File: src/rtl/ad9363_rx_delay_cal.sv
// IDELAY tap calibration for the AD9363 LVDS receive path: sweeps all 32 taps against a
// fixed test pattern, then loads the centre of the widest passing window.
module ad9363_rx_delay_cal #(
    parameter int LD_HOLD       = 4,
    parameter int SETTLE_CYCLES = 16,
    parameter int CHECK_CYCLES  = 256,
    parameter int MIN_WINDOW    = 4
) (
    input  logic        rx_clk_bufg,
    input  logic        rst,
    input  logic        cal_start,
    input  logic [11:0] pattern_i,
    input  logic [11:0] pattern_q,
    input  logic        adc_valid,
    input  logic [11:0] adc_data_i1,
    input  logic [11:0] adc_data_q1,
    output logic [4:0]  delay_value,
    output logic        delay_load_en,
    output logic        cal_busy,
    output logic        cal_done,
    output logic        cal_fail,
    output logic [31:0] pass_map,
    output logic [4:0]  win_start,
    output logic [5:0]  win_len
);

    localparam int CW = 16;

    typedef enum logic [2:0] {
        S_IDLE, S_LOAD, S_SETTLE, S_CHECK, S_NEXT, S_SELECT, S_APPLY, S_DONE
    } state_t;

    state_t      state_q, state_d;
    logic [CW-1:0] cnt_q, cnt_d;
    logic [4:0]  tap_q, tap_d;
    logic [4:0]  restore_q, restore_d;
    logic        flag_q, flag_d;
    logic [4:0]  run_start_q, run_start_d;
    logic [5:0]  run_len_q, run_len_d;
    logic [4:0]  best_start_q, best_start_d;
    logic [5:0]  best_len_q, best_len_d;
    logic [4:0]  delay_value_q, delay_value_d;
    logic        load_en_q, load_en_d;
    logic        busy_q, busy_d;
    logic        done_q, done_d;
    logic        fail_q, fail_d;
    logic [31:0] pass_map_q, pass_map_d;
    logic [4:0]  win_start_q, win_start_d;
    logic [5:0]  win_len_q, win_len_d;

    logic        sample_err_s;
    logic        flag_now_s;
    logic        scan_bit_s;
    logic [5:0]  run_len_next_s;
    logic [4:0]  run_start_next_s;

    // Centre of a window; the 6-bit sum never exceeds 31 for a window that fits in 32 taps.
    function automatic logic [4:0] centre_tap(input logic [4:0] start, input logic [5:0] len);
        centre_tap = 5'({1'b0, start} + ((len - 6'd1) >> 1));
    endfunction

    // State and datapath registers.
    always_ff @(posedge rx_clk_bufg) begin
        if (rst) begin
            state_q       <= S_IDLE;
            cnt_q         <= '0;
            tap_q         <= 5'd0;
            restore_q     <= 5'd0;
            flag_q        <= 1'b0;
            run_start_q   <= 5'd0;
            run_len_q     <= 6'd0;
            best_start_q  <= 5'd0;
            best_len_q    <= 6'd0;
            delay_value_q <= 5'd0;
            load_en_q     <= 1'b0;
            busy_q        <= 1'b0;
            done_q        <= 1'b0;
            fail_q        <= 1'b0;
            pass_map_q    <= 32'd0;
            win_start_q   <= 5'd0;
            win_len_q     <= 6'd0;
        end else begin
            state_q       <= state_d;
            cnt_q         <= cnt_d;
            tap_q         <= tap_d;
            restore_q     <= restore_d;
            flag_q        <= flag_d;
            run_start_q   <= run_start_d;
            run_len_q     <= run_len_d;
            best_start_q  <= best_start_d;
            best_len_q    <= best_len_d;
            delay_value_q <= delay_value_d;
            load_en_q     <= load_en_d;
            busy_q        <= busy_d;
            done_q        <= done_d;
            fail_q        <= fail_d;
            pass_map_q    <= pass_map_d;
            win_start_q   <= win_start_d;
            win_len_q     <= win_len_d;
        end
    end

    // Sweep sequencing, per-tap check and window search.
    always_comb begin
        state_d       = state_q;
        cnt_d         = cnt_q;
        tap_d         = tap_q;
        restore_d     = restore_q;
        flag_d        = flag_q;
        run_start_d   = run_start_q;
        run_len_d     = run_len_q;
        best_start_d  = best_start_q;
        best_len_d    = best_len_q;
        delay_value_d = delay_value_q;
        load_en_d     = load_en_q;
        busy_d        = busy_q;
        done_d        = done_q;
        fail_d        = fail_q;
        pass_map_d    = pass_map_q;
        win_start_d   = win_start_q;
        win_len_d     = win_len_q;

        sample_err_s     = !adc_valid || (adc_data_i1 != pattern_i) || (adc_data_q1 != pattern_q);
        flag_now_s       = flag_q & ~sample_err_s;
        scan_bit_s       = pass_map_q[cnt_q[4:0]];
        run_len_next_s   = scan_bit_s ? (run_len_q + 6'd1) : 6'd0;
        run_start_next_s = (scan_bit_s && (run_len_q == 6'd0)) ? cnt_q[4:0] : run_start_q;

        case (state_q)
            S_IDLE, S_DONE: begin
                if (cal_start) begin
                    restore_d     = delay_value_q;
                    done_d        = 1'b0;
                    fail_d        = 1'b0;
                    pass_map_d    = 32'd0;
                    tap_d         = 5'd0;
                    busy_d        = 1'b1;
                    cnt_d         = '0;
                    delay_value_d = 5'd0;
                    load_en_d     = 1'b1;
                    state_d       = S_LOAD;
                end else begin
                    state_d = state_q;
                end
            end
            S_LOAD: begin
                if (cnt_q == CW'(LD_HOLD - 1)) begin
                    cnt_d     = '0;
                    load_en_d = 1'b0;
                    state_d   = S_SETTLE;
                end else begin
                    cnt_d = cnt_q + 16'd1;
                end
            end
            S_SETTLE: begin
                if (cnt_q == CW'(SETTLE_CYCLES - 1)) begin
                    cnt_d   = '0;
                    flag_d  = 1'b1;
                    state_d = S_CHECK;
                end else begin
                    cnt_d = cnt_q + 16'd1;
                end
            end
            S_CHECK: begin
                if (cnt_q == CW'(CHECK_CYCLES - 1)) begin
                    pass_map_d[tap_q] = flag_now_s;
                    cnt_d             = '0;
                    state_d           = S_NEXT;
                end else begin
                    flag_d = flag_now_s;
                    cnt_d  = cnt_q + 16'd1;
                end
            end
            S_NEXT: begin
                cnt_d = '0;
                if (tap_q == 5'd31) begin
                    run_start_d  = 5'd0;
                    run_len_d    = 6'd0;
                    best_start_d = 5'd0;
                    best_len_d   = 6'd0;
                    state_d      = S_SELECT;
                end else begin
                    tap_d         = tap_q + 5'd1;
                    delay_value_d = tap_q + 5'd1;
                    load_en_d     = 1'b1;
                    state_d       = S_LOAD;
                end
            end
            S_SELECT: begin
                // 32 scan cycles, then one cycle to publish the result and start the final load.
                if (cnt_q == 16'd32) begin
                    win_start_d = best_start_q;
                    win_len_d   = best_len_q;
                    if (best_len_q >= 6'(MIN_WINDOW)) begin
                        delay_value_d = centre_tap(best_start_q, best_len_q);
                        fail_d        = 1'b0;
                    end else begin
                        delay_value_d = restore_q;
                        fail_d        = 1'b1;
                    end
                    load_en_d = 1'b1;
                    cnt_d     = '0;
                    state_d   = S_APPLY;
                end else begin
                    run_len_d   = run_len_next_s;
                    run_start_d = run_start_next_s;
                    if (run_len_next_s > best_len_q) begin
                        best_len_d   = run_len_next_s;
                        best_start_d = run_start_next_s;
                    end else begin
                        best_len_d = best_len_q;
                    end
                    cnt_d = cnt_q + 16'd1;
                end
            end
            S_APPLY: begin
                if (cnt_q == CW'(LD_HOLD - 1)) begin
                    cnt_d     = '0;
                    load_en_d = 1'b0;
                    busy_d    = 1'b0;
                    done_d    = 1'b1;
                    state_d   = S_DONE;
                end else begin
                    cnt_d = cnt_q + 16'd1;
                end
            end
            default: begin
                state_d = S_IDLE;
            end
        endcase
    end

    assign delay_value   = delay_value_q;
    assign delay_load_en = load_en_q;
    assign cal_busy      = busy_q;
    assign cal_done      = done_q;
    assign cal_fail      = fail_q;
    assign pass_map      = pass_map_q;
    assign win_start     = win_start_q;
    assign win_len       = win_len_q;

endmodule

File: config.mk
export PLATFORM = sky130hd
export DESIGN_NAME = ad9363_rx_delay_cal
export DESIGN_NICKNAME = d
export VERILOG_FILES = /design/src/rtl/ad9363_rx_delay_cal.sv
export SDC_FILE = /design/constraint.sdc
export NUM_CORES = 1
export LEC_CHECK = 0
export ABC_AREA = 1
export ABC_CLOCK_PERIOD_IN_PS = 2750
export CELL_PAD_IN_SITES_DETAIL_PLACEMENT = 0
export CELL_PAD_IN_SITES_GLOBAL_PLACEMENT = 1
export CORE_ASPECT_RATIO = 0.5
export CORE_MARGIN = 2
export CORE_UTILIZATION = 36
export CTS_BUF_LIST = sky130_fd_sc_hd__clkbuf_2 sky130_fd_sc_hd__clkbuf_4 sky130_fd_sc_hd__clkbuf_8
export DETAILED_ROUTE_END_ITERATION = 12
export PLACE_DENSITY = 0.76
export SLEW_MARGIN = 40
export SYNTH_ARGS = -nofsm -noshare
export SYNTH_HDL_FRONTEND = slang
export SYNTH_SLANG_ARGS = --single-unit
File: constraint.sdc
create_clock -name rx_clk_bufg -period 2.75 [get_ports rx_clk_bufg]
set_clock_uncertainty 0.05 [all_clocks]
set_input_delay 0.6875 -clock rx_clk_bufg [delete_from_list [all_inputs] [get_ports rx_clk_bufg]]
set_output_delay 0.6875 -clock rx_clk_bufg [all_outputs]
set_load 0.02 [all_outputs]
Word-level counts from Yosys, hierarchy flattened
Index checks and enable logic that the tools add are counted.
{"block": "classes", "eq_ne": 26, "magnitude_cmp": 5, "reduce_logical": 29, "bitwise": 2, "n_mux": 57, "addsub": 5}
{"op": "$pmux W16 S6", "n": 1}
{"op": "$mux W16", "n": 5}
{"op": "$mux W32", "n": 2}
{"op": "$pmux W32 S2", "n": 1}
{"op": "$mux W5", "n": 9}
{"op": "$bwmux W32", "n": 1}
{"op": "$mux W6", "n": 5}
{"op": "$pmux W5 S2", "n": 3}
{"op": "$ne A12 B12 Y1", "n": 2}
{"op": "$pmux W6 S2", "n": 2}
{"op": "$ne A2 B2 Y1 const B", "n": 11}
{"op": "$mux W3", "n": 7}
{"op": "$pmux W3 S7", "n": 1}
{"op": "$reduce_and A3 Y1", "n": 6}
{"op": "$add A16 B1 Y16 const B", "n": 1}
{"op": "$eq A16 B2 Y1 const B", "n": 1}
{"op": "$eq A16 B4 Y1 const B", "n": 1}
{"op": "$eq A16 B6 Y1 const B", "n": 1}
{"op": "$eq A16 B8 Y1 const B", "n": 1}
{"op": "$pmux W5 S3", "n": 1}
{"op": "$eq A3 B3 Y1 const B", "n": 4}
{"op": "$lt A5 B6 Y1 const B", "n": 2}
{"op": "$mux W1", "n": 12}
{"op": "$reduce_bool A2 Y1", "n": 6}
{"op": "other kinds (29)", "n": 38}
{"block": "word_totals", "register_bits": 104, "inputBits": 52}

Depth between registers and ports, before layout
{"block": "depth", "depth_word": 8, "mapped_depth": 19, "ltp_nobuf": 18}

Worst setup path before layout
OpenSTA, ideal clock, no wires.
{"block": "synth_path", "path_type": "register to register", "startpoint": "register cnt_q[1]", "endpoint": "register best_len_q[5]", "period_less_slack_ns": 2.577, "path_slack_ns": 0.173, "t_required_ns": 2.630, "n_path_buf": 2, "setup_time_ns": 0.070, "arrival_ns": 2.457, "stages_incl_launch_ff": 20, "cell_sequence": "dfxtp_1 buf_2 inv_2 nand3_1 nand3_1 nand2_1 nor2_1 nand2_2 nand2_2 nor2_2 ha_1 nand2_1 nor2_1 o21ai_0 o211ai_1 nand2_1 a21oi_1 clkbuf_2 o21ai_0 a21oi_1"}
{"block": "synth_between", "elab_chain_cells": 6}
{"item": "start, declared", "line": "34", "rtl": "logic [CW-1:0] cnt_q, cnt_d;"}
{"item": "start signal, assigned", "line": "84", "rtl": "cnt_q <= cnt_d;"}
{"item": "$bmux W1 S5", "line": "125", "rtl": "scan_bit_s = pass_map_q[cnt_q[4:0]];"}
{"item": "$mux W1 (implied by the code)", "line": "125"}
{"item": "$mux W6", "line": "126", "rtl": "run_len_next_s = scan_bit_s ? (run_len_q + 6'd1) : 6'd0;"}
{"item": "$gt A6 B6 Y1 or $mux W6 (tied branches)", "line": "207", "rtl": "if (run_len_next_s > best_len_q) begin"}
{"item": "$ne A2 B2 Y1 (no line) or $mux W6 (tied branches)"}
{"item": "$reduce_and A4 Y1 (no line) or $pmux W6 S2 (tied branches)"}
{"item": "end signal, assigned", "line": "91", "rtl": "best_len_q <= best_len_d;"}
{"item": "end, declared", "line": "41", "rtl": "logic [5:0] best_len_q, best_len_d;"}
Several ways; a longest one is shown, not always the timed one. The select of a mux whose other input is x is not followed.
A chain may end at the register's enable or synchronous reset.

Worst setup path in the final report
{"block": "layout_path", "startpoint": "register cnt_q[0]", "endpoint": "register best_start_q[4]"}
{"block": "layout_between", "elab_chain_cells": 7}
{"item": "parallel branches: the longest is 7 deep, another holds $gt A6 B6 Y1"}
{"item": "end signal, assigned", "line": "90", "rtl": "best_start_q <= best_start_d;"}
{"item": "end, declared", "line": "40", "rtl": "logic [4:0] best_start_q, best_start_d;"}
Parallel ways; which one is timed is not known. The select of a mux whose other input is x is not followed.

==> impl_results.md <==
- Seq/Total Area, Yosys: 32.9%
- Initial core utilization: 36.6%
- Most common cell after layout, fill and taps aside: nand2_1
- Post-layout min period: 2.67 ns
- Slew headroom: 52.6%
- TritonCTS clock tree: yes
- DR vias/cell: 4.90
- Lkg Pwr: 3.32 nW
- M2 GR Usage: 30.9%
- Post-synthesis register bit count: 104
- Grt met1 use: 28.2%
- Clock sink count: 104
- Gr usage total: 19.7%
- Share of synthesized registers carrying an async set or reset: 0%
- HPWL after DPL: 14000 um
- Status: finished, final reports clean
- WL/cell: 14.3 um
- Post-route DRC: 0
- CTS H-Tree Depth: 3
- Fill count: 1781
- Initial antenna violation count: 0
- # diodes: 0
- Layout cell share with drive strength beyond 1: 11.1%
- CTS Hold Bufs: 0
- Post-route ant nets: 0
- Number of global-route vias before repair: 5837
- Syn nets: 1007
- DRT Wirelength: 18400 um
- Final Cell Area: 8160 um^2
- Critical Path Fanout Max: 6
- CTS Buf Count: 9
- GR peak layer: met2
- Slew @ Worst Pin: 0.705 ns
- Area growth, synth to finish: 28.9%
- Syn_area_per_cell: 6.81 um^2
- Final nets: 1126
- Hold_sp: cal_busy
- Power Total: 0.00552 W
- Final Slew Violations: 0
- Grt total ovfl: 0
- RSZ-0062 raised after global routing: yes
- Required @ worst endpoint: 3.02 ns
- Io pins: 104
- Gpl congestion: 0.880
- Cell Area, Placed: 7720 um^2
- Commonest cells after routing, fill and taps aside: nand2_1 (160), inv_1 (132), nor2_1 (108)
- Distinct cell type count after synthesis: 45
- Die width: 192 um
- Placed Instances: 1265
- Synthesized area: 6330 um^2
- Nature of the critical path startpoint: flop
- Row Count: 34
- First-pass GRT wire length: 29600 um
- Peak supply drop: 0.383 mV
- Die Span Y: 97.8 um
- Most used flip-flop cell after synthesis: dfxtp_1
- Yosys warning total: 0
- PwrDens: 676 nW/um^2
- Clk Latency, worst-skew pair: 0.39 ns
- Max Fclk: 0.375 GHz
- Syn Inst Count: 930
- Final hold vios: 0
- Critical path type: flop to flop
- Max-cap violation count: 0
- Count of input and output buffers: 103
- Reg-to-reg startpoint: cnt_q[0]
- Largest net degree at the start of global routing: 34
- Core footprint: 17300 um^2
- CTS clk-pin slew, worst paths: 0.10 ns
- Worst Setup SP: cnt_q[0]
- Critical path data arrival time: 2.94 ns
- Final Non-Filler Cells: 1288
- Worst slack, placed: -0.00856 ns
- Initial DRT Pass Iterations: 4
- Final period utilization: 97.0%
- Final setup viols: 0
- R2R setup slack: 0.08 ns
- Crit end category: flop
- Clock Root Buffer: clkbuf_8
- Fin Setup TNS: 0 ns
- Min-delay worst type: flop to flop
- Die ar.: 18700 um^2
- CTS max path bufs: 2
- GR Util met3: 3.92%
- Setup WS post-layout: 0.0813 ns
- Vias: 6312
- Initial detailed-routing violation count: 307
- Post-synth EDFFs: 0
## Yosys cell counts, types with 2 or more instances
library cell  instances  area share, %
o21a_1               29            3.4
nor2_1              112            6.6
nor3_1               17            1.3
nand3_1              56            4.4
buf_2                 8           0.63
inv_2                 9           0.53
a21oi_1              77            6.1
nor2_2                7           0.69
nand2_2               6           0.59
clkbuf_1             14           0.83
inv_1               132            7.8
or2_2                11            1.1
xor2_1               19            2.6
nand4_1              17            1.7
nor2_8                4            1.3
ha_1                 24            4.7
nand2_1             165            9.8
dfxtp_1             104             33
o22ai_1               4           0.40
a31oi_1               2           0.20
a21oi_2               2           0.28
o21ai_1               2           0.16
o21ai_0              56            4.4
nor4_1                3           0.30
a211oi_1             16            1.9
o211ai_1              6           0.71
nand3b_1              2           0.24
xnor2_1               3           0.42
nor3b_1               3           0.36
buf_6                 5           0.89
## cells by family after synthesis
kind of cell	share of synthesized area, %
simple gates	29.6
xor+xnor	3.04
flops	32.9
buf+inv	10.8
compound gates	18.6
fa+ha+maj	5.06
## cell type report
cell class / count / area, um^2 / share of cell area [%]
multi-input cells: 657 / 3700 / 45.4
flip-flops and latches: 104 / 2090 / 25.6
repair buffers: 136 / 1360 / 16.7
inverters: 141 / 537 / 6.58
well taps: 234 / 293 / 3.59
clock buffers: 12 / 153 / 1.87
clock inverters: 4 / 28.8 / 0.353
## layer usage
metal  wire [um]  part of all wire (%)
met1        9590                    52
met2        7800                    42
met3         848                   4.6
met4         173                  0.94
met5           0                     0
## worst paths after layout
| path | end | cells after the start |
|---|---|---|
| max | best_start_q[4] | 18 |
| min | cal_busy | 2 |
| max reg2reg | best_start_q[4] | 18 |
| min reg2reg | cal_busy | 2 |
## worst max-delay path, stage by stage, from the launching register on
cell and delay (ns):
dfxtp_4 0.46, clkbuf_16 0.17, nand2_4 0.04, o211ai_1 0.09, a21oi_2 0.09, nor2_2 0.12
nand2_2 0.11, nand2_8 0.14, nor2_4 0.05, ha_4 0.27, nand2_2 0.05, nor2_2 0.11
o21ai_1 0.07, o211ai_1 0.08, nand2_1 0.09, a21oi_2 0.21, buf_4 0.17, o21ai_0 0.07
a21oi_1 0.14
## power breakdown
| part | leakage [nW] | internal [W] | switching, W |
|---|---|---|---|
| Combinational | 2.38 | 0.00102 | 0.00172 |
| Clock | 0.0898 | 0.000377 | 0.000549 |
| Sequential | 0.843 | 0.00168 | 0.000171 |
## through the flow
step	util, %	hold WS (ns)
finish	47.1	0.407
global route	47.1	0.439
CTS	45.7	0.406
detailed placement	44.6	0.390
global placement	44.6	0.382
floorplan	-	0.397
## repair_timing
item	in CTS	in global routing
pin swaps	0	16
setup buffers	0	3
endpoints found under the setup margin	11	11
resized for setup	1	41
endpoints found under the hold margin	0	0
cloned	0	4
## state kept, by name, indices dropped and copies added, names as in the netlist
signal / flops
state_q: 3
run_len_q: 6
best_start_q: 5
restore_q: 5
delay_load_en: 1
flag_q: 1
cal_done: 1
run_start_q: 5
win_start: 5
best_len_q: 6
pass_map: 32
delay_value: 5
cnt_q: 16
win_len: 6
cal_fail: 1
tap_q: 5
cal_busy: 1
(Power assumes the default switching activity.)
